$ cat config.mk
export PLATFORM = sky130hd
export DESIGN_NAME = commit_sequencer
export DESIGN_NICKNAME = d
export VERILOG_FILES = /design/src/rtl/commit_sequencer_pkg.sv /design/src/rtl/commit_sequencer.sv
export SDC_FILE = /design/constraint.sdc
export NUM_CORES = 1
export LEC_CHECK = 0
export ABC_AREA = 1
export BUFFER_PORTS_ARGS = -buffer_cell sky130_fd_sc_hd__buf_4
export CAP_MARGIN = 30
export CELL_PAD_IN_SITES_DETAIL_PLACEMENT = 2
export CELL_PAD_IN_SITES_GLOBAL_PLACEMENT = 2
export CORE_MARGIN = 5
export CORE_UTILIZATION = 25
export DETAILED_ROUTE_END_ITERATION = 8
export PLACE_DENSITY_LB_ADDON = 0.3
export SYNTH_ARGS = -nofsm -noshare
export SYNTH_HDL_FRONTEND = slang
export SYNTH_SLANG_ARGS = --single-unit
$ cat constraint.sdc
create_clock -name Sys_clk -period 2.06 [get_ports Sys_clk]
set_clock_uncertainty 0.1 [all_clocks]
set_input_delay 0.206 -clock Sys_clk [delete_from_list [all_inputs] [get_ports Sys_clk]]
set_output_delay 0.206 -clock Sys_clk [all_outputs]
set_load 0.02 [all_outputs]
$ cat src/rtl/commit_sequencer_pkg.sv
// Shared definitions for the commit sequencer: register/RoB widths, sentinel ids
// and the retirement FSM state encoding.
package commit_sequencer_pkg;

  localparam int RoB_WIDTH    = 8;
  localparam int EX_REG_WIDTH = 6;

  // Bit 5 set means "instruction writes no architectural register".
  localparam logic [EX_REG_WIDTH-1:0] NON_REG = 6'b100000;
  // Dependency tag meaning "operand has no pending producer in the RoB".
  localparam logic [RoB_WIDTH:0]      NON_DEP = {1'b1, {RoB_WIDTH{1'b0}}};

  typedef enum logic [1:0] {
    S_IDLE    = 2'd0,
    S_ST_WAIT = 2'd1,
    S_RECOVER = 2'd2
  } cs_state_e;

endpackage

$ cat src/rtl/commit_sequencer.sv
// Retires one RoB head per cycle into the RF, sequences store release with the LSB
// and runs mispredict flush/recovery. Optional macro COMMIT_CNT_EN adds CS_commit_cnt.
module commit_sequencer
  import commit_sequencer_pkg::*;
#(
  parameter int FLUSH_HOLD = 2
) (
  input  logic                    Sys_clk,
  input  logic                    Sys_rst,
  input  logic                    Sys_rdy,
  input  logic                    RoBCS_valid,
  input  logic [RoB_WIDTH-1:0]    RoBCS_RoB_index,
  input  logic [EX_REG_WIDTH-1:0] RoBCS_rd,
  input  logic [31:0]             RoBCS_value,
  input  logic                    RoBCS_is_branch,
  input  logic                    RoBCS_pre_judge,
  input  logic                    RoBCS_is_store,
  input  logic [31:0]             RoBCS_target_pc,
  output logic                    CSRoB_ready,
  output logic                    CSRF_en,
  output logic [RoB_WIDTH-1:0]    CSRF_RoB_index,
  output logic [EX_REG_WIDTH-1:0] CSRF_rd,
  output logic [31:0]             CSRF_value,
  output logic                    CSRF_pre_judge,
  output logic                    CSLSB_store_en,
  output logic [RoB_WIDTH-1:0]    CSLSB_RoB_index,
  input  logic                    LSBCS_store_done,
  output logic                    CS_flush,
  output logic                    CSIF_pc_en,
  output logic [31:0]             CSIF_pc,
`ifdef COMMIT_CNT_EN
  output logic [31:0]             CS_commit_cnt,
`endif
  output logic                    CSDP_stall
);

  cs_state_e               state_q, state_d;
  logic [3:0]              cnt_q, cnt_d;
  logic                    rf_en_q, rf_en_d;
  logic [RoB_WIDTH-1:0]    rf_idx_q, rf_idx_d;
  logic [EX_REG_WIDTH-1:0] rf_rd_q, rf_rd_d;
  logic [31:0]             rf_val_q, rf_val_d;
  logic                    pre_judge_q, pre_judge_d;
  logic                    st_en_q, st_en_d;
  logic [RoB_WIDTH-1:0]    st_idx_q, st_idx_d;
  logic                    flush_q, flush_d;
  logic                    pc_en_q, pc_en_d;
  logic [31:0]             pc_q, pc_d;
  logic                    stall_q, stall_d;
  logic                    pop;
  logic                    mispredict;
`ifdef COMMIT_CNT_EN
  logic [31:0]             commit_cnt_q, commit_cnt_d;
`endif

  assign CSRoB_ready = (state_q == S_IDLE) & Sys_rdy;
  assign pop         = RoBCS_valid & CSRoB_ready;
  assign mispredict  = RoBCS_is_branch & ~RoBCS_pre_judge;

  always_comb begin
    state_d     = state_q;
    cnt_d       = cnt_q;
    rf_en_d     = 1'b0;
    rf_idx_d    = rf_idx_q;
    rf_rd_d     = rf_rd_q;
    rf_val_d    = rf_val_q;
    pre_judge_d = 1'b1;
    st_en_d     = 1'b0;
    st_idx_d    = st_idx_q;
    flush_d     = 1'b0;
    pc_en_d     = 1'b0;
    pc_d        = pc_q;
    stall_d     = stall_q;
`ifdef COMMIT_CNT_EN
    commit_cnt_d = pop ? commit_cnt_q + 32'd1 : commit_cnt_q;
`endif

    // With Sys_rdy low every strobe defaults to 0 and all state holds.
    if (Sys_rdy) begin
      case (state_q)
        S_IDLE: begin
          if (pop) begin
            if (mispredict) begin
              // The branch itself still commits (JAL-type rd is written).
              rf_en_d     = 1'b1;
              rf_idx_d    = RoBCS_RoB_index;
              rf_rd_d     = RoBCS_rd;
              rf_val_d    = RoBCS_value;
              pre_judge_d = 1'b0;
              flush_d     = 1'b1;
              pc_en_d     = 1'b1;
              pc_d        = RoBCS_target_pc;
              stall_d     = 1'b1;
              cnt_d       = 4'(FLUSH_HOLD);
              state_d     = S_RECOVER;
            end else if (RoBCS_is_store) begin
              st_en_d  = 1'b1;
              st_idx_d = RoBCS_RoB_index;
              state_d  = S_ST_WAIT;
            end else begin
              rf_en_d  = 1'b1;
              rf_idx_d = RoBCS_RoB_index;
              rf_rd_d  = RoBCS_rd;
              rf_val_d = RoBCS_value;
            end
          end
        end
        S_ST_WAIT: begin
          if (LSBCS_store_done) begin
            state_d = S_IDLE;
          end
        end
        S_RECOVER: begin
          if (cnt_q == 4'd1) begin
            cnt_d   = 4'd0;
            stall_d = 1'b0;
            state_d = S_IDLE;
          end else begin
            cnt_d = cnt_q - 4'd1;
          end
        end
        default: begin
          state_d = S_IDLE;
        end
      endcase
    end
`ifdef COMMIT_CNT_EN
    else begin
      commit_cnt_d = commit_cnt_q;
    end
`endif
  end

  always_ff @(posedge Sys_clk or negedge Sys_rst) begin
    if (!Sys_rst) begin
      state_q     <= S_IDLE;
      cnt_q       <= 4'd0;
      rf_en_q     <= 1'b0;
      rf_idx_q    <= '0;
      rf_rd_q     <= NON_REG;
      rf_val_q    <= 32'd0;
      pre_judge_q <= 1'b1;
      st_en_q     <= 1'b0;
      st_idx_q    <= '0;
      flush_q     <= 1'b0;
      pc_en_q     <= 1'b0;
      pc_q        <= 32'd0;
      stall_q     <= 1'b0;
`ifdef COMMIT_CNT_EN
      commit_cnt_q <= 32'd0;
`endif
    end else begin
      state_q     <= state_d;
      cnt_q       <= cnt_d;
      rf_en_q     <= rf_en_d;
      rf_idx_q    <= rf_idx_d;
      rf_rd_q     <= rf_rd_d;
      rf_val_q    <= rf_val_d;
      pre_judge_q <= pre_judge_d;
      st_en_q     <= st_en_d;
      st_idx_q    <= st_idx_d;
      flush_q     <= flush_d;
      pc_en_q     <= pc_en_d;
      pc_q        <= pc_d;
      stall_q     <= stall_d;
`ifdef COMMIT_CNT_EN
      commit_cnt_q <= commit_cnt_d;
`endif
    end
  end

  assign CSRF_en         = rf_en_q;
  assign CSRF_RoB_index  = rf_idx_q;
  assign CSRF_rd         = rf_rd_q;
  assign CSRF_value      = rf_val_q;
  assign CSRF_pre_judge  = pre_judge_q;
  assign CSLSB_store_en  = st_en_q;
  assign CSLSB_RoB_index = st_idx_q;
  assign CS_flush        = flush_q;
  assign CSIF_pc_en      = pc_en_q;
  assign CSIF_pc         = pc_q;
  assign CSDP_stall      = stall_q;
`ifdef COMMIT_CNT_EN
  assign CS_commit_cnt   = commit_cnt_q;
`endif

endmodule

==> reports/metrics.yaml <==
path_clk_slew_ns: 0.07
placed_cell_area_mm2: 0.00534
drive_gt1_share_pct: 30.3
dr.first_iter.drc_count: 121
crit_path_start_kind: "flop"
grt_pass1_wl_um: 25400
fin_area_mm2: 0.00640
setup-tns-final_ns: 0
die_y_um: 133
overflow: 0
maxSlewViolCount: 0
gp_congestion: 0.714
worstPathRequired_ns: 2.24
vias: 3808
clock-sinks: 97
nets: 772
post_drt_wl_per_cell_um: 17.8
route.final.wire_length_um: 15600
grt_max_degree: 50
power_density_mw_per_mm2: 1450
ios: 179
hold_buffers: 76
post_cts_resized: 0
ant_nets: 0
final_common_cell: "nand2_1"
first_global_vias: 4616
synthesis.area_mm2: 0.00378
synth_ff_type: "dfrtp_1"
final_cell_mix: "268 x nand2_1, 182 x buf_4, 95 x dfrtp_1"
synth_xor_area_share_pct: 0.464
cts_root_buf: "clkbuf_16"
seq_area_frac_synth_pct: 64.3
tritoncts.num_buffers: 9
initial_utilization_pct: 25.1
relSlewSlack_pct: 63.8
hold_violations: 0
antenna_found_initial: 0
cts_htree_levels: 3
leakage_uw: 0.00351
timing.max_cap.violations: 0
ys_ff_latch: 97
synth-edff-count: 0
power_uw: 9270
worst_slew_pin_slew_ns: 0.543
path_class: "reg -> reg"
hp-class: "in -> reg"
synth-compound-area-share_pct: 1.19
row_count: 45
synth_adder_area_share_pct: 0.663
cp_max_fo: 32
postSynthCellCount: 429
setup_viol: 0
fp.dieArea_mm2: 0.0177
area_delta_synth_final_pct: 69.5
critPathArrivalTime_ns: 2.00
synth_top_family_by_area: "simple AND/OR/NAND/NOR gates"
ys.warnings.count: 0
die_x_um: 133
syn_area_per_cell_um2: 8.80
yosys.area_share.simple_pct: 28.9
drc: 0
core-area_mm2: 0.0150
cts_tree: "done"
synthMuxAreaShare_pct: 0
cts_setup_buffers: 0
rsz0062_at_grt: "false"
netlist-cell-type-count: 19
fill_cells: 1644
gr-usage-all-layers_pct: 18.2
drtPass1Iterations: 4
status: "completed"
period_share_pct: 88.3
via_per_inst: 4.34
ir_drop_v: 0.000486
clock_path_buffers: 2
async_reset_ff_share_pct: 100
portBuffers: 178
end_kind: "flop"
insertion_delay_ns: 0.34
multiInputGateArea_mm2: 0.00118
place_hpwl_um: 9910
syn-num-nets: 517
diodes: 0
seq_area_mm2: 0.00243
max_freq_mhz: 550
fin_crit_ns: 1.82
## worst max-delay path, cell delays in order (launching register included)
cell and delay [ns]:
dfrtp_1 0.42, nor2_1 0.19, inv_2 0.07, nor3_4 0.19, nand2_2 0.09, inv_2 0.24
buf_12 0.23, nand2_1 0.11, nand2_1 0.09
## layout make-up
class / instances / area share [%]
inverter: 19 / 1.11
clock inverter: 3 / 0.332
multi-input combinational: 296 / 18.4
timing repair buffer: 261 / 34.2
clock buffer: 13 / 4.38
tap: 188 / 3.67
sequential: 97 / 38.0
## metal layers
metal | track usage (%) | part of all wire, % | vias to the layer above | routed length, um
li1 | - | - | 1796 | -
met1 | 19.9 | 38 | 1899 | 5980
met2 | 34.2 | 55 | 90 | 8520
met3 | 3.99 | 4.8 | 23 | 746
met4 | 6.64 | 2.4 | 0 | 368
met5 | 0 | 0 | - | 0
## flip-flops by register name, summed over array words and instances, names as in the netlist, 2 cells and up
signal           count
CSIF_pc             32
CSLSB_RoB_index      8
CSRF_RoB_index       8
CSRF_rd              6
CSRF_value          32
cnt_q                4
state_q              2
## synth_stat cells, types with 2 or more instances
library cell | number | area, um2
nor2_1 | 7 | 26.3
nand2_1 | 268 | 1010
o21ai_0 | 8 | 40.0
inv_1 | 16 | 60.1
buf_2 | 6 | 30.0
nand2_2 | 2 | 12.5
buf_4 | 5 | 37.5
inv_2 | 3 | 11.3
clkbuf_1 | 5 | 18.8
dfstp_2 | 2 | 52.6
nand3_1 | 3 | 15.0
dfrtp_1 | 95 | 2380
ha_1 | 2 | 25.0
xor2_1 | 2 | 17.5
## cells by family (layout without fill, tap and decap cells)
family,count (synthesis),count (layout)
AOI/OAI and AO/OA,9,9
xor gates and xnor gates,2,2
adders and majority gates,2,2
buffers and inverters,36,296
DFF,97,97
and+or+nand+nor,283,283
## power by group
group | leakage (uW) | internal (uW) | total [uW] | switching (uW)
registers | 0.00121 | 2800 | 3390 | 591
clock network | 0.000148 | 956 | 1720 | 760
logic | 0.00215 | 1720 | 4160 | 2450
total | 0.00351 | 5480 | 9270 | 3800
## through the flow
step / setup WS, ns / util, % / hold WS [ns] / cells
finish: 0.241 / 42.6 / 0.0471 / 877
global route: 0.0803 / 42.6 / 0.0527 / 877
global placement: 0.369 / 35.5 / 0.0123 / 785
detailed placement: 0.264 / 35.5 / 0.0158 / 785
CTS: 0.252 / 42.6 / 0.0368 / 877
floorplan: 0.575 / - / -0.190 / 429
## worst paths after layout
kind / start / end / slack (ns) / depth (start not counted)
max in group asynchronous: Sys_rst / CSRF_pre_judge$_DFF_PN1_ / 1.03 / 3
worst max-delay path: state_q[0]$_DFFE_PN0P_ / CSRF_value[23]$_DFFE_PN0P_ / 0.24 / 8
worst max register to register: state_q[0]$_DFFE_PN0P_ / CSRF_value[23]$_DFFE_PN0P_ / 0.24 / 8
min in group asynchronous: Sys_rst / CSRF_rd[3]$_DFFE_PN0P_ / 0.19 / 2
worst min-delay path: RoBCS_RoB_index[3] / CSLSB_RoB_index[3]$_DFFE_PN0P_ / 0.05 / 3
worst min register to register: CSRF_value[24]$_DFFE_PN0P_ / CSRF_value[24]$_DFFE_PN0P_ / 0.38 / 2
No activity file was read; power rests on OpenSTA's default activity.
